`src/rtl/ppe_pkg.sv`:
```
// Shared definitions for the ppe_* family: default sizing, index width
// derivation and the mod-N pointer increment.
package ppe_pkg;

  localparam int PPE_N_DEFAULT       = 512;
  localparam int PPE_PTR_RST_DEFAULT = 0;

  // Width of an index/pointer field for n requesters; never narrower than 1 bit.
  function automatic int ppe_idx_width(input int n);
    return (n <= 2) ? 1 : $clog2(n);
  endfunction

  // Next index after idx in a ring of n entries (n-1 wraps to 0).
  function automatic int unsigned ppe_inc_mod(input int unsigned idx, input int unsigned n);
    return (idx + 1 >= n) ? 0 : idx + 1;
  endfunction

endpackage

```
`src/rtl/ppe_search.sv`:
```
// Programmable priority encoder: finds the first set request bit at or after
// i_ptr, wrapping to index 0. Built from two simple lowest-bit encoders, one
// over the requests masked to i_ptr and above, one over all requests.
module ppe_search
  import ppe_pkg::*;
#(
  parameter int N = PPE_N_DEFAULT,
  parameter int W = ppe_idx_width(N)
) (
  input  logic [N-1:0] i_req,
  input  logic [W-1:0] i_ptr,
  output logic [W-1:0] o_winner,
  output logic         o_found
);

  logic [N-1:0] w_mask;
  logic [N-1:0] w_masked;
  logic [W-1:0] w_masked_idx;
  logic [W-1:0] w_plain_idx;
  logic         w_masked_found;

  // Thermometer mask: bits below the pointer are excluded from the first pass.
  always_comb begin
    w_mask = '0;
    for (int i = 0; i < N; i++) begin
      w_mask[i] = (i >= int'(i_ptr));
    end
  end

  assign w_masked       = i_req & w_mask;
  assign w_masked_found = |w_masked;

  // Two lowest-set-bit encoders; scanning downward lets the lowest index win.
  always_comb begin
    w_masked_idx = '0;
    w_plain_idx  = '0;
    for (int i = N - 1; i >= 0; i--) begin
      if (w_masked[i]) w_masked_idx = W'(i);
      if (i_req[i])    w_plain_idx  = W'(i);
    end
  end

  // A hit at or above the pointer takes precedence; otherwise the search wraps.
  assign o_winner = w_masked_found ? w_masked_idx : w_plain_idx;
  assign o_found  = |i_req;

endmodule

```
`src/rtl/ppe_rr_arbiter.sv`:
```
// Registered round-robin arbiter. Grants one requester at a time over a
// valid/ready handshake and rotates priority past each accepted winner.
module ppe_rr_arbiter
  import ppe_pkg::*;
#(
  parameter int N       = PPE_N_DEFAULT,
  parameter int W       = ppe_idx_width(N),
  parameter int PTR_RST = PPE_PTR_RST_DEFAULT
) (
  input  logic         i_clk,
  input  logic         i_rst,
  input  logic [N-1:0] i_req,
  output logic         o_gnt_valid,
  output logic [W-1:0] o_gnt_idx,
  output logic [N-1:0] o_gnt_onehot,
  input  logic         i_gnt_ready,
  input  logic         i_ptr_load,
  input  logic [W-1:0] i_ptr_val,
  output logic [W-1:0] o_ptr
);

  logic         r_gnt_valid;
  logic [W-1:0] r_gnt_idx;
  logic [N-1:0] r_gnt_onehot;
  logic [W-1:0] r_ptr;

  logic         w_accept;
  logic         w_hold;
  logic [W-1:0] w_ptr_eff;
  logic [W-1:0] w_winner;
  logic         w_found;
  logic [N-1:0] w_one;

  assign w_accept = r_gnt_valid & i_gnt_ready;
  assign w_hold   = r_gnt_valid & ~i_gnt_ready;
  assign w_one    = {{(N-1){1'b0}}, 1'b1};

  // Effective pointer: an explicit load beats the post-accept advance.
  always_comb begin
    w_ptr_eff = r_ptr;
    if (i_ptr_load) begin
      w_ptr_eff = i_ptr_val;
    end else if (w_accept) begin
      w_ptr_eff = W'(ppe_inc_mod(32'(r_gnt_idx), N));
    end
  end

  ppe_search #(
    .N (N),
    .W (W)
  ) u_search (
    .i_req    (i_req),
    .i_ptr    (w_ptr_eff),
    .o_winner (w_winner),
    .o_found  (w_found)
  );

  // Pointer and grant registers; a stalled grant is frozen until accepted.
  always_ff @(posedge i_clk) begin
    if (i_rst) begin
      r_ptr        <= W'(PTR_RST);
      r_gnt_valid  <= 1'b0;
      r_gnt_idx    <= '0;
      r_gnt_onehot <= '0;
    end else begin
      r_ptr <= w_ptr_eff;
      if (!w_hold) begin
        r_gnt_valid  <= w_found;
        r_gnt_idx    <= w_found ? w_winner : '0;
        r_gnt_onehot <= w_found ? (w_one << w_winner) : '0;
      end
    end
  end

  assign o_gnt_valid  = r_gnt_valid;
  assign o_gnt_idx    = r_gnt_idx;
  assign o_gnt_onehot = r_gnt_onehot;
  assign o_ptr        = r_ptr;

endmodule

```
`config.mk`:
```
export PLATFORM = sky130hd
export DESIGN_NAME = ppe_rr_arbiter
export DESIGN_NICKNAME = d
export VERILOG_FILES = /design/src/rtl/ppe_pkg.sv /design/src/rtl/ppe_search.sv /design/src/rtl/ppe_rr_arbiter.sv
export SDC_FILE = /design/constraint.sdc
export NUM_CORES = 2
export LEC_CHECK = 0
export CAP_MARGIN = 20
export CELL_PAD_IN_SITES_DETAIL_PLACEMENT = 1
export CELL_PAD_IN_SITES_GLOBAL_PLACEMENT = 1
export CORE_AREA = 2 2 412 414
export CTS_BUF_LIST = sky130_fd_sc_hd__clkbuf_4 sky130_fd_sc_hd__clkbuf_8 sky130_fd_sc_hd__clkbuf_16
export DETAILED_ROUTE_END_ITERATION = 6
export DIE_AREA = 0 0 414 416
export GPL_TIMING_DRIVEN = 0
export PLACE_DENSITY_LB_ADDON = 0.2
export SLEW_MARGIN = 20
export SYNTH_ARGS = -nofsm -noshare
export SYNTH_HDL_FRONTEND = slang
export SYNTH_SLANG_ARGS = --single-unit
```
`constraint.sdc`:
```
create_clock -name i_clk -period 7.55 [get_ports i_clk]
set_clock_uncertainty 0.1 [all_clocks]
set_input_delay 1.51 -clock i_clk [delete_from_list [all_inputs] [get_ports i_clk]]
set_output_delay 1.51 -clock i_clk [all_outputs]
set_load 0.03 [all_outputs]
```
Word-level counts from Yosys, hierarchy flattened:

Index checks and enable logic that the tools add are counted.

* add/sub/neg operators: 1
* magnitude comparators: 512
* shift operators: 1
* muxes and demuxes: 1030
* bitwise gates (word level): 4
* reductions and logical operators: 2

Operators by type and width (count)
* $mux W9: 1029
* $ge A9 B9 Y1 const A: 255
* $ge A8 B9 Y1 const A: 128
* $reduce_or A512 Y1: 2
* $ge A7 B9 Y1 const A: 64
* $and A512 B512 Y512: 1
* $mux W512: 1
* $shl A1 B9 Y512 const A: 1
* $ge A6 B9 Y1 const A: 32
* $ge A5 B9 Y1 const A: 16
* $ge A4 B9 Y1 const A: 8
* $ge A3 B9 Y1 const A: 4
* $ge A1 B9 Y1 const A: 2
* $ge A2 B9 Y1 const A: 2
* $add A9 B1 Y10 const B: 1
* $ge A10 B10 Y1 const B: 1
* $and A1 B1 Y1: 2
* $not A1 Y1: 1

* bits in registers: 531
* logic and storage cells: 1554

Longest topological paths before layout:

* depth after elaboration: 522
* depth in mapped cells: 26
* depth with buffers taken out: 16

By module:

Synthesis repeated with hierarchy kept, for this count alone.

* cell total of the unflattened synthesis: 5894
* area, all modules: 42652.2 µm²

Modules (own cells, without submodules)
* ppe_search: instances 1, cells an instance 3936, area an instance 23712.7 µm², seq. area each 0.0 µm²
* ppe_rr_arbiter: instances 1, cells an instance 1958, area an instance 18939.4 µm², seq. area each 10630.2 µm²

Least setup slack after synthesis:

Ideal clock, no wire load.

* path type: input to register
* start point: input port i_gnt_ready
* end point: register r_gnt_onehot[435], in the netlist o_gnt_onehot[435]
* setup time: 0.085 ns
* arrival time: 6.502 ns
* data required time: 7.365 ns
* slack: 0.862 ns
* stages: 20
* buffers on the path: 5
* path through: buf_4 -> nand3b_2 -> or4_1 -> and3_1 -> buf_2 -> buf_6 -> o2111ai_2 -> buf_4 -> o221ai_1 -> a221oi_1 -> nand3_1 -> or3_1 -> or4_4 -> or4_4 -> o41ai_4 -> o21bai_2 -> buf_6 -> nor3_4 -> nand3_4 -> o31ai_2

RTL lines
* from (decl): RTL line ppe_rr_arbiter.sv:16 `input logic i_gnt_ready,`
* to (signal assigned): RTL line ppe_rr_arbiter.sv:70 `r_gnt_onehot <= w_found ? (w_one << w_winner) : '0;`
* to (decl): RTL line ppe_rr_arbiter.sv:24 `logic [N-1:0] r_gnt_onehot;`

==> flow_metrics.env <==
export IMPL_outcome="complete, but fails checks"
export IMPL_violations="design-rule violations, negative setup slack"
export IMPL_grt_pass1_vias=62000
export IMPL_worst_pin_slew_ns=1.36
export IMPL_fillers=20100
export IMPL_htreeDepth=2
export IMPL_cp_end_kind="flip-flop"
export IMPL_dp_cells=9306
export IMPL_cts_inserted_buffers=48
export IMPL_post_route_period_util_pct=103
export IMPL_min_period_ns=7.76
export IMPL_synth_seq_cells=531
export IMPL_relSlewSlack_pct=8.64
export IMPL_regToRegStartpoint="o_gnt_idx[2]"
export IMPL_syn_inst=5931
export IMPL_hold_class="flip-flop to flip-flop"
export IMPL_regArea_sq_um=10600
export IMPL_vias=64100
export IMPL_synth_top_area_share_pct=25.4
export IMPL_setup_violations=493
export IMPL_worstPathMaxFanout=10
export IMPL_die_h_um=416
export IMPL_grt_pass1_wl_um=560000
export IMPL_cpMostUsedCell="buf_6"
export IMPL_drive_above_1_share_pct=18.5
export IMPL_grt_max_degree=17
export IMPL_yosysUniqueCellTypes=114
export IMPL_finalWeightedCongestion=1.09
export IMPL_cts_sinks=531
export IMPL_grt_usage_pct=46.8
export IMPL_seq_area_frac_synth_pct=25.4
export IMPL_synth_nets=6457
export IMPL_dieWidth_um=414
export IMPL_dr_pass1_iters=6
export IMPL_clockBufferDepth=3
export IMPL_fin_ws_ns=-0.214
export IMPL_antenna_found_initial=77
export IMPL_synth_area_top_cells="dfxtp_1 25%, o31ai_1 10%, nand2_1 8.3%, o21ai_0 5.4%, a21oi_1 4.0%"
export IMPL_vias_per_cell=6.64
export IMPL_arrival_ns=8.14
export IMPL_whs_ns=0.350
export IMPL_io_buffers=1050
export IMPL_clk_latency_ns=0.62
export IMPL_maxCapViolations=0
export IMPL_drtIter0Drc=7490
export IMPL_cp_startpoint="i_ptr_load"
export IMPL_worst_path_buf_inv=8
export IMPL_max_freq_mhz=129
export IMPL_yosysWarnings=0
export IMPL_rows=151
export IMPL_slowest_stage="o211ai_1"
export IMPL_ios=1056
export IMPL_synth_area_leader_cell="dfxtp_1"
export IMPL_cts_tree="done"
export IMPL_critical_path_class="primary input to flip-flop"
export IMPL_clkSlewWorstSetupHoldPaths_ns=0.06
export IMPL_die_area_sq_um=172000
export IMPL_drc=14
export IMPL_powerDensity_nw_per_um2=176
export IMPL_drt_wirelength_per_cell_um=43.9
export IMPL_cp_cell_sequence="clkdlybuf4s15_2 -> buf_6 -> buf_4 -> buf_6 -> nand2_1 -> o32ai_4 -> a32oi_4 -> buf_12 -> a21oi_4 -> buf_8 -> o21ai_0 -> a21oi_1 -> nand3b_1 -> o2111ai_1 -> nor2_2 -> nand4_1 -> or3_1 -> o211ai_1 -> o2bb2ai_4 -> nand2b_1 -> clkbuf_8 -> clkbuf_2 -> o31ai_1"
export IMPL_required_ns=7.93
export IMPL_synth_edf_count=0
export IMPL_multi_input_area_sq_um=33100
export IMPL_slowest_delay_ns=0.84
export IMPL_drt_total_wl_um=424000
export IMPL_min_from="o_gnt_onehot[25]"
export IMPL_synth_ff_type="dfxtp_1"
export IMPL_gr_total_overflow=0
export IMPL_ir_drop_v=0.000178
export IMPL_ant_nets=0
export IMPL_rsz0062_at_grt="true"
export IMPL_nets=7863
export IMPL_finalHoldViolations=0
export IMPL_start_kind="primary input"
export IMPL_syn_area_per_cell_sq_um=7.07
export IMPL_post_layout_nonfiller_instances=9656
export IMPL_p_leak_nw=21.5
export IMPL_report_final_slew_viol_count=0
export IMPL_cts_root_buffer="clkbuf_16"
export IMPL_coreArea_sq_um=168000
export IMPL_dp_hpwl_um=349000
export IMPL_area_delta_synth_final_pct=56.5
export IMPL_place_ws_ns=-5.78
export IMPL_initial_utilization_pct=24.9
export IMPL_synth_area_sq_um=41900
export IMPL_critPathTopFamily="compound AO/OA/AOI/OAI gates"
export IMPL_synthArstFlopShare_pct=0
==> cells by family (layout without fill, tap and decap cells) <==
kind of cell / count (synthesis) / count (layout) / synth area share (%)
AO/OA/AOI/OAI: 2388 / 2388 / 40.4
multiplexers: 1 / 1 / 0.0239
other: 0 / 63 / 0
flip-flops: 531 / 531 / 25.4
XOR/XNOR: 1 / 1 / 0.0209
AND/OR/NAND/NOR: 2460 / 2460 / 28.5
buffers and inverters: 549 / 1993 / 5.72
adder cells (fa/ha/maj): 1 / 1 / 0.0298
==> layer usage <==
metal	GRT usage [%]	vias up	share of wire [%]
li1	-	26000	-
met3	14.9	1410	10
met4	38.0	30	9.9
met1	54.2	32200	37
met2	70.9	4402	42
met5	0	-	0.050
==> state kept, by name (all words and copies together), names as in the netlist <==
name          count
o_ptr             9
o_gnt_valid       1
o_gnt_idx         9
o_gnt_onehot    512
==> layout make-up <==
| type | instances | area share [%] |
|---|---|---|
| repair buffers | 1360 | 20.7 |
| well taps | 2218 | 4.23 |
| diodes | 63 | 0.240 |
| multi-input cells | 4851 | 50.5 |
| clock buffers | 61 | 2.07 |
| inverters | 149 | 0.853 |
| clock inverters | 27 | 0.553 |
| plain buffers | 396 | 4.67 |
| flip-flops and latches | 531 | 16.2 |
==> power by group <==
group,switching (mW),internal (mW)
Combinational,4.38,1.58
Clock,1.21,1.50
Sequential,0.0307,2.82
Total,5.62,5.90
==> synth_stat cells, types with 25 or more instances <==
| master | instances |
|---|---|
| nand2_1 | 924 |
| o31ai_1 | 572 |
| dfxtp_1 | 531 |
| o21ai_0 | 451 |
| nor2_1 | 400 |
| a21oi_1 | 331 |
| nor3_1 | 260 |
| nand3_1 | 217 |
| nor4_1 | 201 |
| clkbuf_1 | 200 |
| inv_1 | 149 |
| buf_2 | 144 |
| o211ai_1 | 118 |
| nand4_1 | 111 |
| a31oi_1 | 80 |
| a211oi_1 | 71 |
| o21a_1 | 59 |
| o2111ai_1 | 54 |
| o31ai_2 | 54 |
| a21boi_0 | 50 |
| and3_1 | 44 |
| nand2b_1 | 40 |
| a22oi_1 | 39 |
| and2_1 | 39 |
| a2111oi_0 | 36 |
| a21o_1 | 33 |
| o21ai_1 | 33 |
| o22ai_1 | 33 |
| or4_1 | 31 |
| or3_1 | 27 |
| buf_1 | 25 |
==> cells in the final DEF (no fill, tap or decap), types with 45 or more instances in the layout <==
master           netlist  layout
o21ai_0              451     391
nand3_1              217     155
nor4_1               201     165
clkbuf_16              0      50
nor3_1               260     207
nand2_1              924     888
clkdlybuf4s50_1        0    1049
inv_1                149     149
nand4_1              111     111
o31ai_1              572     526
a21boi_0              50      45
diode_2                0      63
buf_4                 20     281
o21ai_1               33      57
clkbuf_1             200      76
a21oi_1              331     311
a31oi_1               80      65
buf_6                 11      76
o21a_1                59      55
buf_2                144      75
o31ai_2               54      87
o211ai_1             118     118
dfxtp_1              531     531
clkbuf_4               0      59
a211oi_1              71      49
nor2_1               400     381
==> worst register-to-register path, delay by kind of cell, from the launching register on <==
family                 cells  cell delay, ns
AOI/OAI and AO/OA          9            3.17
buffers and inverters      5            1.85
DFF                        1            0.50
and+or+nand+nor            6            1.77
==> through the flow <==
| stage | cell area (sq um) | utilization [%] | TNS [ns] | total power, mW |
|---|---|---|---|---|
| after floorplan | 41900 | - | 0 | 5.01 |
| after global placement | 55200 | 32.8 | -3962.18 | 7.58 |
| after detailed placement | 57300 | 34.1 | -2658.20 | 7.83 |
| after CTS | 63500 | 37.8 | -0.214 | 11.0 |
| after global routing | 65500 | 39.0 | -5.23 | 11.7 |
| final | 65600 | 39.0 | -57.07 | 11.5 |
==> path summary, 6_finish.rpt <==
kind | end | slack, ns | cells past startpoint
worst min register to register | o_gnt_onehot[25] | 0.35 | 2
worst max register to register | o_gnt_onehot[185] | 0.02 | 20
worst min-delay path | o_gnt_onehot[25] | 0.35 | 2
worst max-delay path | o_gnt_onehot[185] | -0.21 | 23
==> repair_timing <==
action / in CTS / in global routing
setup buffers: 142 / 60
hold buffers: 0 / 0
gates cloned: 0 / 1
setup endpoints to repair: 521 / 514
pin swaps: 108 / 72
resized for setup: 791 / 351
(Power assumes the default switching activity.)
